File: src/rtl/front_panel_switches.sv
// Front-panel switch conditioning: per-bit synchronizer and debounce, then a
// rising-edge command interlock that issues one pulse per press.
module front_panel_switches #(
  parameter int DEBOUNCE_CYCLES = 250000
) (
  input  logic       clk,
  input  logic       reset,
  input  logic [7:0] sw_in,
  output logic [7:0] sw_level,
  output logic [7:0] sw_pulse,
  output logic       busy
);

  localparam int CW = $clog2(DEBOUNCE_CYCLES);
  localparam logic [CW-1:0] CNT_MAX = CW'(DEBOUNCE_CYCLES - 1);

  typedef enum logic {IDLE, HELD} state_t;

  logic [7:0] sync1_reg;
  logic [7:0] sync2_reg;
  logic [7:0] prev_level_reg;
  logic [7:0] pulse_reg;
  logic [7:0] pulse_next;
  logic [7:0] rise;
  logic [6:0] rise_hi;
  logic [6:0] first_hi;
  state_t     state_reg;
  state_t     state_next;

  always_ff @(posedge clk) begin
    if (reset) begin
      sync1_reg <= '0;
      sync2_reg <= '0;
    end else begin
      sync1_reg <= sw_in;
      sync2_reg <= sync1_reg;
    end
  end

  // The counter only runs while the synchronized input disagrees with the
  // accepted level, so it can never pass CNT_MAX.
  generate
    for (genvar gi = 0; gi < 8; gi++) begin : g_debounce
      logic [CW-1:0] cnt_reg;
      logic          level_reg;

      always_ff @(posedge clk) begin
        if (reset) begin
          cnt_reg   <= '0;
          level_reg <= 1'b0;
        end else if (sync2_reg[gi] == level_reg) begin
          cnt_reg <= '0;
        end else if (cnt_reg == CNT_MAX) begin
          cnt_reg   <= '0;
          level_reg <= sync2_reg[gi];
        end else begin
          cnt_reg <= cnt_reg + CW'(1);
        end
      end

      assign sw_level[gi] = level_reg;
    end
  endgenerate

  always_ff @(posedge clk) begin
    if (reset) begin
      prev_level_reg <= '0;
    end else begin
      prev_level_reg <= sw_level;
    end
  end

  assign rise     = sw_level & ~prev_level_reg;
  assign rise_hi  = rise[7:1];
  // Isolate the lowest set bit so simultaneous presses yield a single command.
  assign first_hi = rise_hi & (~rise_hi + 7'd1);

  always_comb begin
    state_next    = state_reg;
    pulse_next    = '0;
    pulse_next[0] = rise[0];
    case (state_reg)
      IDLE: begin
        if (rise_hi != '0) begin
          pulse_next[7:1] = first_hi;
          state_next      = HELD;
        end
      end
      HELD: begin
        if (sw_level[7:1] == '0) begin
          state_next = IDLE;
        end
      end
      default: state_next = IDLE;
    endcase
  end

  always_ff @(posedge clk) begin
    if (reset) begin
      state_reg <= IDLE;
      pulse_reg <= '0;
    end else begin
      state_reg <= state_next;
      pulse_reg <= pulse_next;
    end
  end

  assign sw_pulse = pulse_reg;
  assign busy     = (state_reg == HELD);

endmodule

File: config.mk
export PLATFORM = sky130hd
export DESIGN_NAME = front_panel_switches
export DESIGN_NICKNAME = d
export VERILOG_FILES = /design/src/rtl/front_panel_switches.sv
export SDC_FILE = /design/constraint.sdc
export NUM_CORES = 1
export LEC_CHECK = 0
export CORE_MARGIN = 1
export CORE_UTILIZATION = 25
export DETAILED_ROUTE_END_ITERATION = 7
export GPL_ROUTABILITY_DRIVEN = 0
export HOLD_SLACK_MARGIN = 0.05
export PLACE_DENSITY = 0.43
export SLEW_MARGIN = 20
export SYNTH_ARGS = -nofsm -noshare
export SYNTH_HDL_FRONTEND = slang
export SYNTH_SLANG_ARGS = --single-unit
File: constraint.sdc
create_clock -name clk -period 3 [get_ports clk]
set_input_delay 0.45 -clock clk [delete_from_list [all_inputs] [get_ports clk]]
set_output_delay 0.45 -clock clk [all_outputs]
set_load 0.02 [all_outputs]
Word level (Yosys, flattened, before mapping)
Index checks and enable logic that the tools add are counted.
Cells by class
  add/sub/neg operators: 9
  eq/ne operators: 16
  multiplexer cells: 3
  bitwise gates (word level): 14
  reduce and logical (&&, ||, !) cells: 19
Operators with widths (count)
  $add 18x1->18 const B: 8
  $eq 18x18->1 const B: 8
  $reduce_or 3->1: 9
  $reduce_and 2->1: 8
  $not 1->1: 10
  $and 8x8->8: 1
  $eq 1x1->1: 8
  $not 8->8: 1
  $add 7x1->7 const B: 1
  $and 7x7->7: 1
  $logic_not 7->1: 1
  $not 7->7: 1
  $reduce_bool 7->1: 1
  $mux 1: 2
  $pmux 1 s2: 1
Word-level totals
  bits in registers: 185
  input bits: 10
  word-level logic and storage cells: 83

Depth between registers and ports, before layout
  depth in word-level cells: 5
  gate-level depth with buffers: 6

Least setup slack after synthesis
No wires, ideal clock.
  path kind: reg2reg
  start: register g_debounce[0].cnt_reg[0]
  end: register g_debounce[0].cnt_reg[10]
  library setup time: 0.118 ns
  arrival: 1.687 ns
  data required time: 2.882 ns
  path slack: 1.195 ns
  cell stages (with the launch flop): 6
  buffers on the path: 1
  period minus slack after synthesis: 1.805 ns
  cells stage by stage: dfxtp_1 ha_1 nand3_1 o41ai_2 buf_2 nor2_1
On the way
  longest elaborated chain between the ends: 2
RTL lines
  start, declared: RTL line 44  | logic [CW-1:0] cnt_reg;
  start signal, assigned: RTL line 57  | cnt_reg <= cnt_reg + CW'(1);
  parallel branches: the longest is 2 deep, another holds $add 18x1->18
Parallel ways; which one is timed is not known.
A chain may end at the register's enable or synchronous reset.

Final worst setup path
  start: register g_debounce[2].cnt_reg[0]
  end: register g_debounce[2].cnt_reg[9]
On the way
  longest elaborated chain between the ends: 2
RTL lines (RTL line)
  start, declared: 44
  start signal, assigned: 57
  parallel branches: the longest is 2 deep, another holds $add 18x1->18
Parallel ways; which one is timed is not known.

==> impl_metrics.prom <==
# TYPE chip_impl_metric gauge
chip_impl_info{name="outcome",value="complete, no violations"} 1
chip_impl_info{name="r2r-start",value="g_debounce[2].cnt_reg[0]"} 1
chip_impl_info{name="tritoncts_clock_tree",value="built"} 1
chip_impl_metric{name="min_period",unit="ps"} 2020
chip_impl_metric{name="place.port_buffers",unit=""} 26
chip_impl_info{name="min_path_type",value="register to register"} 1
chip_impl_metric{name="cp_max_fo",unit=""} 10
chip_impl_info{name="layout.cells.most_common_list",value="sky130_fd_sc_hd__dfxtp_1, sky130_fd_sc_hd__nor2_1, sky130_fd_sc_hd__xnor2_1"} 1
chip_impl_info{name="mostFrequentLayoutCell",value="sky130_fd_sc_hd__dfxtp_1"} 1
chip_impl_metric{name="fin_tns_setup",unit="ps"} 0
chip_impl_metric{name="drive_gt1_share",unit="%"} 7.27
chip_impl_info{name="synthFlopType",value="sky130_fd_sc_hd__dfxtp_1"} 1
chip_impl_info{name="holdCritStartpoint",value="prev_level_reg[0]"} 1
chip_impl_metric{name="core",unit="mm^2"} 0.0309
chip_impl_metric{name="floorplan.rows",unit=""} 64
chip_impl_metric{name="numCtsBuffers",unit=""} 17
chip_impl_metric{name="die_area",unit="mm^2"} 0.0325
chip_impl_metric{name="yosys.area.top_type_share",unit="%"} 46.6
chip_impl_metric{name="detailroute.via_count",unit=""} 5910
chip_impl_metric{name="timing_worst_slew_pin_value",unit="ps"} 601
chip_impl_metric{name="p_per_area",unit="mW/mm^2"} 540
chip_impl_info{name="synth_top_cells_by_area",value="sky130_fd_sc_hd__dfxtp_1, sky130_fd_sc_hd__xnor2_1, sky130_fd_sc_hd__nor2_1, sky130_fd_sc_hd__nor4_1, sky130_fd_sc_hd__nand3_1"} 1
chip_impl_metric{name="largest_register_ff_count",unit=""} 144
chip_impl_metric{name="cp.arrival",unit="ps"} 2330
chip_impl_metric{name="max-vdd-ir-drop",unit="mV"} 0.360
chip_impl_metric{name="cts-root-to-sink-buffers",unit=""} 2
chip_impl_metric{name="yosys_warnings",unit=""} 0
chip_impl_info{name="element_type_at_the_critical_path_end",value="register"} 1
chip_impl_metric{name="max_freq",unit="MHz"} 496
chip_impl_metric{name="io_pins",unit=""} 27
chip_impl_metric{name="clkTransAtPathRegs",unit="ps"} 70
chip_impl_metric{name="routedWlPerCell",unit="um"} 12.5
chip_impl_metric{name="cts_setup_buffers",unit=""} 0
chip_impl_metric{name="chip_height",unit="um"} 180
chip_impl_metric{name="initial_drc_count",unit=""} 275
chip_impl_metric{name="synth_cells",unit=""} 879
chip_impl_metric{name="grt_first_pass_wirelength",unit="um"} 28500
chip_impl_metric{name="grt_max_degree",unit=""} 45
chip_impl_info{name="rsz0062_at_grt",value="false"} 1
chip_impl_metric{name="flow.area_growth_from_synthesis",unit="%"} 16.8
chip_impl_metric{name="hold_violations",unit=""} 0
chip_impl_metric{name="detailedRoute.firstPassIterationCount",unit=""} 4
chip_impl_metric{name="synth.lib_cells_used.distinct",unit=""} 43
chip_impl_metric{name="yosys_register_bits",unit=""} 185
chip_impl_metric{name="drtAntennaViolNets",unit=""} 0
chip_impl_info{name="biggest_area_consumer_among_synthesized_cells",value="sky130_fd_sc_hd__dfxtp_1"} 1
chip_impl_metric{name="avgSynthCellArea",unit="um^2"} 9.04
chip_impl_metric{name="postSynthNetCount",unit=""} 897
chip_impl_metric{name="antenna_cells",unit=""} 0
chip_impl_metric{name="timing.clock.skew",unit="ps"} 10.9
chip_impl_metric{name="dieWidth",unit="um"} 180
chip_impl_metric{name="p_leak",unit="uW"} 0.00260
chip_impl_metric{name="max_cap_viol",unit=""} 0
chip_impl_metric{name="cts.hold.buffers_added",unit=""} 0
chip_impl_metric{name="count_of_flip_flops_with_a_built_in_enable_after_synthesis",unit=""} 0
chip_impl_metric{name="synth_sequential_area_ratio",unit="%"} 46.6
chip_impl_metric{name="grt-ovfl-total",unit=""} 0
chip_impl_metric{name="report.final.setup_viol",unit=""} 0
chip_impl_info{name="critPathKind",value="register to register"} 1
chip_impl_metric{name="final_core_util",unit="%"} 30.0
chip_impl_metric{name="grt_antenna_before_repair",unit=""} 0
chip_impl_metric{name="hpwl",unit="um"} 11500
chip_impl_info{name="worstSetupStartpointType",value="register"} 1
chip_impl_metric{name="relSlewSlack",unit="%"} 59.8
chip_impl_metric{name="final_min_period_over_clock_period",unit="%"} 67.2
chip_impl_info{name="worst_setup_path_startpoint",value="g_debounce[2].cnt_reg[0]"} 1
chip_impl_metric{name="floorplan.initialDensity",unit="%"} 25.7
chip_impl_metric{name="synth_area",unit="mm^2"} 0.00795
chip_impl_metric{name="numClockSinks",unit=""} 185
chip_impl_metric{name="ctsResizeCount",unit=""} 0
chip_impl_metric{name="synth-async-reset-ratio",unit="%"} 0
chip_impl_metric{name="report.final.slew_viol_count",unit=""} 0
chip_impl_metric{name="average_vias_per_placed_instance",unit=""} 4.49
chip_impl_metric{name="cp_data_required_time",unit="ps"} 3310
chip_impl_metric{name="insertion_delay",unit="ps"} 430
chip_impl_metric{name="htreeDepth",unit=""} 4
chip_impl_metric{name="totalWireLength",unit="um"} 16400
chip_impl_metric{name="count_of_unresolved_drc_violations_after_routing",unit=""} 0
chip_impl_info{name="cts_root_buffer",value="sky130_fd_sc_hd__clkbuf_16"} 1
chip_impl_metric{name="grt_usage",unit="%"} 10.6
chip_impl_metric{name="nets",unit=""} 929
chip_impl_metric{name="first_global_vias",unit=""} 5812
-- area by class of cell --
cell class                 instances  area [um^2]
clock inverter                    11          198
inverter                          27          101
multi-input combinational        643         4010
timing repair buffer              37          338
fill                            3276        21600
tap                              396          495
sequential                       185         3700
clock buffer                      18          439
-- per-layer routing --
layer	track usage, %	part of all wire (%)	vias to the layer above
met5	0	0	-
met4	3.15	0.87	0
met3	2.71	2.5	7
met2	17.0	45	51
met1	14.1	52	2734
li1	-	-	3118
-- Yosys cell counts (all sizes together) (2+ instances only) --
master and instances:
dfxtp 185, nor2 167, xnor2 101, nand3 55, nor4 53, nand4 43, nand2 39, nor2b 30
inv 27, nor3 26, xor2 20, a21oi 17, buf 16, or4 11, or3 10, o21ai 9
clkbuf 8, ha 8, o41ai 8, nand2b 7, nor4b 7, mux2 6, o31ai 6, and3 3
and4 3, or2 3, nor3b 2, nor4bb 2, or4b 2
-- report_power, final --
part | internal, uW | leakage, uW | switching, uW | total [uW]
combinational | 31.3 | 0.000795 | 37.4 | 68.6
sequential | 2470 | 0.00149 | 7.83 | 2480
clock | 1490 | 0.000308 | 969 | 2460
total | 3990 | 0.00260 | 1010 | 5010
-- worst max-delay path, stage by stage (launching register included) --
cell	delay, ps
sky130_fd_sc_hd__dfxtp_1	380
sky130_fd_sc_hd__ha_1	200
sky130_fd_sc_hd__nand3_1	320
sky130_fd_sc_hd__o41ai_4	690
sky130_fd_sc_hd__buf_4	270
sky130_fd_sc_hd__nor2_1	60
-- logic make-up (layout without fill, tap and decap cells) --
| group | Yosys count | count (layout) | share of synthesized area, % |
|---|---|---|---|
| buf+inv | 51 | 93 | 3.01 |
| compound gates | 42 | 42 | 4.67 |
| xor+xnor | 121 | 121 | 13.3 |
| simple gates | 465 | 465 | 30.2 |
| mux | 7 | 7 | 0.976 |
| fa+ha+maj | 8 | 8 | 1.26 |
| flops | 185 | 185 | 46.6 |
-- per-stage QoR --
stage	setup WS [ps]	instance area (um^2)	total power (uW)	hold slack [ps]	cells
after floorplan	1200	7950	2570	368	879
after global placement	1010	8640	2600	373	1288
after detailed placement	945	8640	2600	371	1288
after CTS	909	9280	5090	380	1317
after global routing	781	9280	5210	394	1317
final	983	9280	5010	382	1317
-- path summary, 6_finish.rpt --
check / to / slack (ps) / depth (start not counted)
setup reg to reg: g_debounce[2].cnt_reg[9] / 980 / 5
hold / removal: sw_pulse[0] / 380 / 1
setup / recovery: g_debounce[2].cnt_reg[9] / 980 / 5
hold reg to reg: sw_pulse[0] / 380 / 1
Power figures use the tool's default switching activity.
